### config.mk
export PLATFORM = sky130hd
export DESIGN_NAME = mdu_iter
export DESIGN_NICKNAME = d
export VERILOG_FILES = /design/src/rtl/mdu_pkg.sv /design/src/rtl/mdu_sign_fix.sv /design/src/rtl/mdu_iter.sv
export SDC_FILE = /design/constraint.sdc
export NUM_CORES = 1
export LEC_CHECK = 0
export ABC_AREA = 0
export BUFFER_PORTS_ARGS = -buffer_cell sky130_fd_sc_hd__buf_2
export CAP_MARGIN = 20
export CORE_MARGIN = 10
export CORE_UTILIZATION = 35
export DETAILED_ROUTE_END_ITERATION = 10
export GPL_TIMING_DRIVEN = 1
export PLACE_DENSITY = 0.58
export SLEW_MARGIN = 0
export SYNTH_ARGS = -nofsm -noshare
export SYNTH_HDL_FRONTEND = slang
export SYNTH_HIERARCHICAL = 1
export SYNTH_SLANG_ARGS = --single-unit
### constraint.sdc
create_clock -name clk -period 7.8 [get_ports clk]
set_input_delay 1.56 -clock clk [delete_from_list [all_inputs] [get_ports clk]]
set_output_delay 1.56 -clock clk [all_outputs]
set_load 0.01 [all_outputs]
### src/rtl/mdu_pkg.sv
// Shared types and constants for the iterative multiply/divide unit.
package mdu_pkg;

    typedef enum logic [1:0] {
        OP_MULT  = 2'b00,
        OP_MULTU = 2'b01,
        OP_DIV   = 2'b10,
        OP_DIVU  = 2'b11
    } mdu_op_t;

    typedef enum logic [1:0] {
        IDLE,
        RUN,
        FIX
    } mdu_state_t;

    // Cycles from the start edge to the edge that drops done.
    localparam int MDU_LATENCY = 34;

endpackage

### src/rtl/mdu_sign_fix.sv
// Turns the unsigned magnitude result into the final signed HI/LO pair
// for both the multiply and the divide path.
module mdu_sign_fix
    import mdu_pkg::*;
#(
    parameter int WIDTH = 32
) (
    input  logic [2*WIDTH-1:0] mag,
    input  logic               is_div,
    input  logic               neg_res,
    input  logic               neg_rem,
    output logic [WIDTH-1:0]   hi,
    output logic [WIDTH-1:0]   lo
);

    logic [2*WIDTH-1:0] prod;
    logic [WIDTH-1:0]   quot;
    logic [WIDTH-1:0]   rem;

    // Divide keeps {remainder, quotient}; the remainder follows the dividend's sign.
    always_comb begin
        prod = neg_res ? -mag : mag;
        quot = neg_res ? -mag[WIDTH-1:0] : mag[WIDTH-1:0];
        rem  = neg_rem ? -mag[2*WIDTH-1:WIDTH] : mag[2*WIDTH-1:WIDTH];
        if (is_div) begin
            hi = rem;
            lo = quot;
        end else begin
            hi = prod[2*WIDTH-1:WIDTH];
            lo = prod[WIDTH-1:0];
        end
    end

endmodule

### src/rtl/mdu_iter.sv
// Iterative radix-2 multiply/divide unit producing the MIPS HI/LO pair
// for MULT, MULTU, DIV and DIVU, plus MTHI/MTLO writes while idle.
module mdu_iter
    import mdu_pkg::*;
#(
    parameter int WIDTH = 32,
    parameter int CNT_W = $clog2(WIDTH) + 1
) (
    input  logic             clk,
    input  logic             reset,
    input  logic             start,
    input  logic [1:0]       op,
    input  logic [WIDTH-1:0] A,
    input  logic [WIDTH-1:0] B,
    input  logic             hi_we,
    input  logic             lo_we,
    input  logic [WIDTH-1:0] wdata,
    output logic             busy,
    output logic             done,
    output logic [WIDTH-1:0] hi,
    output logic [WIDTH-1:0] lo
);

    mdu_state_t         state;
    logic [CNT_W-1:0]   count;
    logic               is_div;
    logic               neg_res;
    logic               neg_rem;
    logic [WIDTH-1:0]   operand;
    logic [2*WIDTH-1:0] acc;

    mdu_op_t            op_sel;
    logic               op_is_div;
    logic               use_sign;
    logic [WIDTH-1:0]   abs_a;
    logic [WIDTH-1:0]   abs_b;
    logic [WIDTH:0]     mul_sum;
    logic [WIDTH:0]     trial;
    logic [2*WIDTH-1:0] mul_next;
    logic [2*WIDTH-1:0] div_next;
    logic [WIDTH-1:0]   fix_hi;
    logic [WIDTH-1:0]   fix_lo;

    // A zero divisor skips sign handling so the raw dividend lands in HI
    // and the all-ones quotient falls straight out of the restoring loop.
    always_comb begin
        op_sel    = mdu_op_t'(op);
        op_is_div = (op_sel == OP_DIV) || (op_sel == OP_DIVU);
        use_sign  = ((op_sel == OP_MULT) || (op_sel == OP_DIV))
                    && !(op_is_div && (B == '0));
        abs_a     = (use_sign && A[WIDTH-1]) ? -A : A;
        abs_b     = (use_sign && B[WIDTH-1]) ? -B : B;
    end

    // acc holds {product hi, multiplier} for multiply and {rem, quot} for divide.
    always_comb begin
        mul_sum  = {1'b0, acc[2*WIDTH-1:WIDTH]} + (acc[0] ? {1'b0, operand} : '0);
        mul_next = {mul_sum, acc[WIDTH-1:1]};
        trial    = acc[2*WIDTH-1:WIDTH-1] - {1'b0, operand};
        div_next = trial[WIDTH] ? {acc[2*WIDTH-2:0], 1'b0}
                                : {trial[WIDTH-1:0], acc[WIDTH-2:0], 1'b1};
    end

    mdu_sign_fix #(.WIDTH(WIDTH)) u_sign_fix (
        .mag     (acc),
        .is_div  (is_div),
        .neg_res (neg_res),
        .neg_rem (neg_rem),
        .hi      (fix_hi),
        .lo      (fix_lo)
    );

    always_ff @(posedge clk or posedge reset) begin
        if (reset) begin
            state   <= IDLE;
            count   <= '0;
            is_div  <= 1'b0;
            neg_res <= 1'b0;
            neg_rem <= 1'b0;
            operand <= '0;
            acc     <= '0;
            busy    <= 1'b0;
            done    <= 1'b0;
            hi      <= '0;
            lo      <= '0;
        end else begin
            done <= 1'b0;
            case (state)
                IDLE: begin
                    if (start) begin
                        is_div  <= op_is_div;
                        neg_res <= use_sign && (A[WIDTH-1] ^ B[WIDTH-1]);
                        neg_rem <= use_sign && op_is_div && A[WIDTH-1];
                        operand <= op_is_div ? abs_b : abs_a;
                        acc     <= {{WIDTH{1'b0}}, (op_is_div ? abs_a : abs_b)};
                        count   <= '0;
                        busy    <= 1'b1;
                        state   <= RUN;
                    end else begin
                        if (hi_we) hi <= wdata;
                        if (lo_we) lo <= wdata;
                    end
                end
                RUN: begin
                    acc   <= is_div ? div_next : mul_next;
                    count <= count + CNT_W'(1);
                    if (count == CNT_W'(WIDTH - 1)) state <= FIX;
                end
                FIX: begin
                    hi    <= fix_hi;
                    lo    <= fix_lo;
                    done  <= 1'b1;
                    busy  <= 1'b0;
                    state <= IDLE;
                end
                default: state <= IDLE;
            endcase
        end
    end

endmodule

==> run summary, run 1 <==
The flow ran to the end, and the final reports show no timing, DRC or antenna violations. The maximum clock rate is 236 MHz. For this run, the leading register cell type out of synthesis is dfrtp_1. The critical hold path startpoint is hi[0]. The number of max-slew violations in the final report came out at 0. The worst voltage drop across the vdd grid came out at 0.340 mV. Sequential elements use around 29% of the synthesized area. The arrival time at the worst endpoint is 4640 ps. The minimum setup slack among reg-to-reg paths is 3550 ps. The first-pass iteration count of the detailed router came out at 7. Yosys mapped the design onto roughly 70 distinct sky130hd cell types. The tool flagged a number of max-cap violations equal to 0. The mean instance size in the synthesized netlist came out at just under 8 sq um. The number of placed I/O pins came out at between 150 and 200.

At the pin with the least slew margin, the transition time is just under 1000 ps. The number of instances in the placed design came out at 2523. In the routed design, unresolved DRC markers number 0. Setup repair after global routing left no endpoint under its margin. The starting density of the core came out at ~35%. Measured in cells, the most critical reg-to-reg path has a length of 13. The leakage power summed over all cells is 7.46 nW. The count of fill cells added during filler insertion came out at 4363. The signal on the critical path passes through inv_1, ha_1, fa_1, nand2b_1, a21oi_1, o21ai_1, nand4_1, nand4_1, a21oi_1, xnor2_2, buf_4, or4b_1, nand3_1. The initial antenna violation count came out at 0.

The synthesized net count is 2067. The slowest stage of the critical path belongs to the cell dfrtp_1. The number of CTS-inserted buffers came out at 17. The number of instances on the worst hold path is 2. The minimum clock period after layout came out at 4250 ps. Synthesis inferred 173 register bits.

The number of warnings reported in the yosys synthesis log came out at 6. The H-tree was split into 4 levels. The average detailed-routed wire length per instance came out at 22.2 um. Post-CTS repair changed the size of 0 cells. The buffer depth of the longest clock path is 2. The post-detailed-placement half-perimeter wirelength came out at 44.0 mm. The standard-cell row count came out at 75. The critical path startpoint category is a flip-flop. TritonCTS built the clock tree.

The total number of vias is about 15000. The number of buffers inserted for hold repair after clock tree synthesis came out at 0. Entering global routing, the biggest net connects between 90 and 100 pins. The fraction of final layout cells sized beyond drive strength 1 came out at 12.3%. The startpoint identified for the worst register-to-register timing path is acc[31]. The via count of the first global-routing pass is 14300.

The die covers between 50000 and 60000 sq um. The vertical die dimension is roughly 230 um. STA classifies the critical path endpoint as a flip-flop. The post-synthesis cell area is 14900 sq um.

The sum of negative setup slack came out at 0 ps. The cell count after synthesis came out at 1893. In this run the clock root is driven by a clkbuf_16. The die is 226 um wide. The combined global-route utilization of all metal layers came out at between 20% and 30%. The required arrival time at the worst endpoint is 8190 ps. The worst register-to-register path ends at acc[41]. Clock latency on the worst-skew pair, taken at its later pin, is around 460 ps. Setup violations remaining at the end of the flow were counted as 0. The wire length reported by the detailed router came out at 56.8 mm. The critical path ends at acc[41]. For this run, asynchronously set or reset flops after synthesis account for 100%.

The number of nets at the end of the flow came out at 2177. Along the worst path, the maximum fanout reaches 24. The area of the placeable core is about 42000 sq um. The worst slew margin relative to its limit came out at 34.8%.

The detail-routed via count per cell came out at 5.83. The total congestion overflow is 0. The final period utilization is between 50% and 60%. The maximum single-stage delay on the critical path is 580 ps. The power per cell area is 496 nW/um^2. The remaining number of nets flagged by the antenna check after routing is 0. The clock sink total is 173. Clock skew on the completed layout was measured at slightly above 20 ps.

The final instance count without filler cells came out at 2554. The buffer count from post-CTS setup fixing is 0. The number of design-rule violations left by the first detailed-router iteration is 1501. The tightest min-delay check is of the flip-flop to flip-flop type. The hold violation count in the final report is 0. The growth of design area from synthesis to finish is 13.0%. Yosys mapped a number of flops with a built-in enable equal to 0. The critical path is of the flip-flop to flip-flop type.

The quantity of I/O buffers inserted on ports is about 170. The startpoint of the worst setup timing path is acc[31]. After clock tree synthesis, the clock-pin slew on the worst setup and hold paths is 70 ps. The number of antenna repair diodes is 0. The first-pass GRT wire length came out at 86.5 mm.

The routability congestion estimate from global placement is slightly below 1.
kinds of logic (layout without fill, tap and decap cells):
family          Yosys count  after routing  share of synthesized area (%)
compound gates          652            652                           26.1
fa+ha+maj                71             71                           6.06
mux                      63             63                           4.27
buf+inv                 168            290                           4.32
xor+xnor                172            172                           10.1
simple gates            594            594                           20.0
flops                   173            173                           29.1
flip-flops by register name (all words and copies together) (netlist names):
| name | cells |
|---|---|
| acc | 64 |
| hi | 32 |
| lo | 32 |
| operand | 32 |
| count | 6 |
| state | 2 |
| busy | 1 |
| done | 1 |
| is_div | 1 |
| neg_rem | 1 |
| neg_res | 1 |
placed cells by master (no fill, tap or decap), drive strengths merged, types with 8 or more instances in the layout:
master,synthesis,layout
nor3,33,33
o22a,8,8
o22ai,13,13
and3,11,11
mux2i,58,58
o211ai,8,8
o31ai,22,22
a22oi,23,23
inv,70,76
xnor2,98,98
nor2,81,81
nor4,29,29
buf,24,189
nand4,20,20
dfrtp,173,173
o21a,9,9
nand3,41,41
or3,23,23
a21o,29,29
nor2b,46,46
o21bai,14,14
and2,37,37
a211oi,10,10
nand2b,13,13
clkbuf,74,17
nand2,216,216
a31oi,16,16
ha,69,69
o41ai,9,9
o221ai,11,11
or4,18,18
xor2,74,74
a21oi,202,202
o21ai,236,236
metrics by stage:
step	hold slack, ps	power, mW	util (%)	area [sq um]	setup WS, ps
finish	475	8.36	40.1	16800	3550
global route	501	9.00	40.1	16800	3460
CTS	481	8.30	40.1	16800	3710
detailed placement	465	7.38	38.6	16200	3470
global placement	459	7.32	38.6	16200	3510
floorplan	460	5.64	-	14900	1550
routing by layer:
| metal | routed length [um] | GRT usage, % | part of all wire [%] |
|---|---|---|---|
| met5 | 0 | 0 | 0 |
| met2 | 25200 | 33.3 | 44 |
| met1 | 26400 | 29.9 | 46 |
| met3 | 3660 | 3.84 | 6.5 |
| met4 | 1490 | 6.90 | 2.6 |
worst max-delay path, delay by kind of cell, from the launching register on:
family,cells,cell delay (ps)
AND/OR/NAND/NOR,5,1240
AO/OA/AOI/OAI,3,1200
adder cells (fa/ha/maj),2,650
flip-flops,1,580
buffers and inverters,2,380
XOR/XNOR,1,110
cell usage after synthesis, types with 41 or more instances:
master,count,share of area [%]
a21oi_1,202,6.8
clkbuf_1,74,1.9
dfrtp_1,173,29
ha_1,69,5.8
inv_1,70,1.8
mux2i_1,58,3.9
nand2_1,215,5.4
nand3_1,41,1.4
nor2_1,81,2.0
nor2b_1,46,1.9
o21ai_0,231,7.8
xnor2_1,98,5.8
xor2_1,74,4.3
worst min-delay path by stage:
stage                     endpoint  slack, ps
after global routing         hi[0]        500
after global placement       lo[3]        460
final                        hi[0]        480
after floorplan            neg_res        460
after detailed placement    lo[27]        470
after CTS                   hi[28]        480
where the power goes:
| group | leakage (nW) | internal [mW] | total (mW) | switching [mW] |
|---|---|---|---|---|
| sequential | 2.15 | 1.35 | 2.15 | 0.794 |
| clock | 0.288 | 0.484 | 0.913 | 0.428 |
| combinational | 5.02 | 2.17 | 5.30 | 3.13 |
| total | 7.46 | 4.00 | 8.36 | 4.36 |
area by class of cell:
class	instances	area, sq um	area share, %
multi-input cells	1552	9970	59.2
clock inverters	14	180	1.07
well taps	539	674	4.00
repair buffers	189	998	5.93
flip-flops and latches	173	4330	25.7
clock buffers	17	425	2.53
inverters	70	268	1.59
Note: power is estimated with default switching activity, not from simulation.
==> inputs of run 2 (changes only) <==
- PLACE_DENSITY: 0.58 -> 0.6
- clock period: 7.8 -> 3.5 ns (I/O delays scaled with it)
==> run summary, run 2 (synthesis results as in run 1) <==
The cell at the root of the clock tree is clkbuf_16 (unchanged). The quantity of I/O buffers inserted on ports is 168 (unchanged). The cell area reported after detailed placement came out at 17300 sq um (was 16200 sq um). The critical path start-end classification is flip-flop to flip-flop (unchanged).

The internal power is 9.99 mW (was 4.00 mW). The count of fill cells added during filler insertion is 4290 (was 4363). The post-detailed-placement half-perimeter wirelength was 47.1 mm (was 44.0 mm). The remaining number of nets flagged by the antenna check after routing is 0 (unchanged). The number of endpoints failing setup at the final stage is 0 (unchanged). The final routed DRC violation total came out at 0 (unchanged). Leading cell types in the layout, fill and taps excluded: o21ai_0 (231), nand2_1 (215), a21oi_1 (200) (was o21ai_0 (231), nand2_1 (215), a21oi_1 (202)). The total number of vias came out at 15700 (was 14900). The slew at the pin closest to its max-slew limit was 1190 ps (was 976 ps).

The total congestion overflow is 0 (unchanged). Run status: completed (unchanged). The maximum clock rate is 301 MHz (was 236 MHz). The detail-routed via count per cell is 5.86 (was 5.83). The maximum fanout along the worst path is 18 (was 24). RSZ-0062 raised after global routing: no (unchanged).

The number of placed I/O pins came out at 169 (unchanged). The fraction of final layout cells sized beyond drive strength 1 came out at 17.9% (was 12.3%). The clock-pin transition on the worst setup and hold timing paths came out at 80 ps (was 70 ps). The via count of the first global-routing pass is 15000 (was 14300).

The first-pass iteration count of the detailed router came out at 5 (was 7). The sum of internal, switching and leakage power is 20.3 mW (was 8.36 mW). The clock skew came out at 16.2 ps (was 20.2 ps). The pin count of the biggest net entering global routing is 104 (was 99).

The initial antenna violation count came out at 0 (unchanged). The number of nets at the end of the flow came out at 2306 (was 2177). The area of the placeable core is 42000 sq um (unchanged). The number of antenna repair diodes is 0 (unchanged). The max-capacitance violation count came out at 0 (unchanged). The number of H-tree levels came out at 4 (unchanged). The minimum clock period after layout is 3330 ps (was 4250 ps). The standard-cell row count is 75 (unchanged). The number of design-rule violations left by the first detailed-router iteration is 1493 (was 1501).

The share of power burned in combinational logic came out at 69.3% (was 63.4%). The portion of total power attributed to sequential cells is 20.5% (was 25.7%). The growth of design area from synthesis to finish came out at 20.3% (was 13.0%). The register name with the most flops is acc (unchanged).

The hold violation count in the final report came to 0 (unchanged). The CTS tree was done (unchanged). The leading cell type in the layout, fill and taps excluded is o21ai_0 (unchanged). The die width was 226 um (unchanged). The number of max-slew violations in the final report is 0 (unchanged).

The worst-case setup margin in the final layout came out at 175 ps (was 3550 ps). The class of the worst hold path is primary input to async pin (was flip-flop to flip-flop). The area of the die is 51200 sq um (unchanged). The critical path startpoint category is a flip-flop (unchanged). The required arrival time at the worst endpoint came to 3890 ps (was 8190 ps). The number of flip-flops under the largest register name came to 64 (unchanged).

The leakage power summed over all cells came out at 8.11 nW (was 7.46 nW). The final period utilization came out at 95.0% (was 54.4%). The insertion delay of the later-clocked pin in the worst-skew pair is 460 ps (about the same). The launch point of the worst reg-to-reg path is operand[11] (was acc[31]). The worst slew margin relative to its limit was 19.6% (was 34.8%). The critical path endpoint category was a flip-flop (unchanged).

The net switching power figure came out at 10.3 mW (was 4.36 mW). The number of CTS-inserted buffers came out at 17 (unchanged). The arrival time at the worst endpoint is 3720 ps (was 4640 ps). The final instance area came out at 17900 sq um (was 16800 sq um).

The minimum setup slack after placement came out at -71.0 ps (was 3470 ps). The average detailed-routed wire length per instance is 22.2 um (about the same). The fraction of power spent switching nets came out at 50.8% (was 52.1%). The worst voltage drop across the vdd grid is 0.595 mV (was 0.340 mV). The buffer count from post-CTS setup fixing came out at 0 (unchanged). The first-pass GRT wire length came out at 90.4 mm (was 86.5 mm). The combined global-route utilization of all metal layers was 22.7% (was 21.6%). The clock sink total came out at 173 (unchanged).

The sum of negative setup slack came to 0 ps (unchanged). The starting density of the core was 35.4% (unchanged). The portion of total power attributed to the clock network came out at 10.1% (was 10.9%). The wire length reported by the detailed router was 59.5 mm (was 56.8 mm).

The startpoint of the worst setup timing path is operand[11] (was acc[31]). The buffer depth of the longest clock path came out at 2 (unchanged). The power per cell area is 1130 nW/um^2 (was 496 nW/um^2). The routability congestion estimate from global placement came to 1.00 (was 0.988).

The vertical die dimension came out at 226 um (unchanged).
[run 2: cell types whose count changed in the layout (fill, tap and decap cells not counted), moves of 2 or more]
cell	previous run	this run
a21oi_1	202	200
a21oi_2	0	2
buf_12	0	6
buf_4	21	144
[run 2: area by class of cell]
cell class | instances | area [sq um] | area share [%]
multi-input cells | 1552 | 10000 | 55.8
well taps | 539 | 674 | 3.76
clock buffers | 18 | 429 | 2.39
inverters | 70 | 267 | 1.49
clock inverters | 14 | 176 | 0.984
repair buffers | 318 | 2040 | 11.4
flip-flops and latches | 173 | 4330 | 24.2
[run 2: through the flow]
step / instances / hold slack, ps / util (%)
after floorplan: 1893 / 460 / -
after global placement: 2652 / 457 / 41.1
after detailed placement: 2652 / 466 / 41.1
after CTS: 2684 / 157 / 42.5
after global routing: 2684 / 173 / 42.6
final: 2684 / 161 / 42.6
[run 2: timing repair]
item                       CTS  global route
gates resized for setup      0             8
setup endpoints to repair    0            23
hold buffers                 0             0
[run 2: worst max-delay path, stage by stage (launching register included)]
cell and delay, ps:
dfrtp_1 480, inv_1 70, ha_1 420, nand2_1 70, o21ai_0 370, nand3_1 290, nand4_1 220, nand4_1 90
a21oi_1 290, xnor2_2 130, buf_12 200, buf_4 170, or3_1 350, nand3_1 90
[run 2: path summary, 6_finish.rpt]
path / cells past startpoint / end / slack, ps
setup / recovery: 13 / acc[33] / 170
hold / removal: 2 / hi[27] / 160
setup reg to reg: 13 / acc[33] / 170
hold reg to reg: 2 / hi[3] / 480
max in group asynchronous: 3 / is_div / 2470
min in group clk: 2 / hi[3] / 480
[run 2: power groups by stage]
stage / Clock, mW / Combinational (mW) / Sequential (mW)
floorplan: 0 / 8.45 / 4.12
global placement: 0 / 13.5 / 4.14
detailed placement: 0 / 13.7 / 4.17
CTS: 2.07 / 13.8 / 4.13
global route: 2.14 / 15.3 / 4.28
finish: 2.06 / 14.1 / 4.17
[run 2: routing by layer]
metal	part of all wire, %	wire [um]	global-route usage [%]
met4	2.9	1710	7.75
met1	45	26900	32.3
met5	0	0	0
met3	9.3	5550	4.53
met2	43	25400	33.5
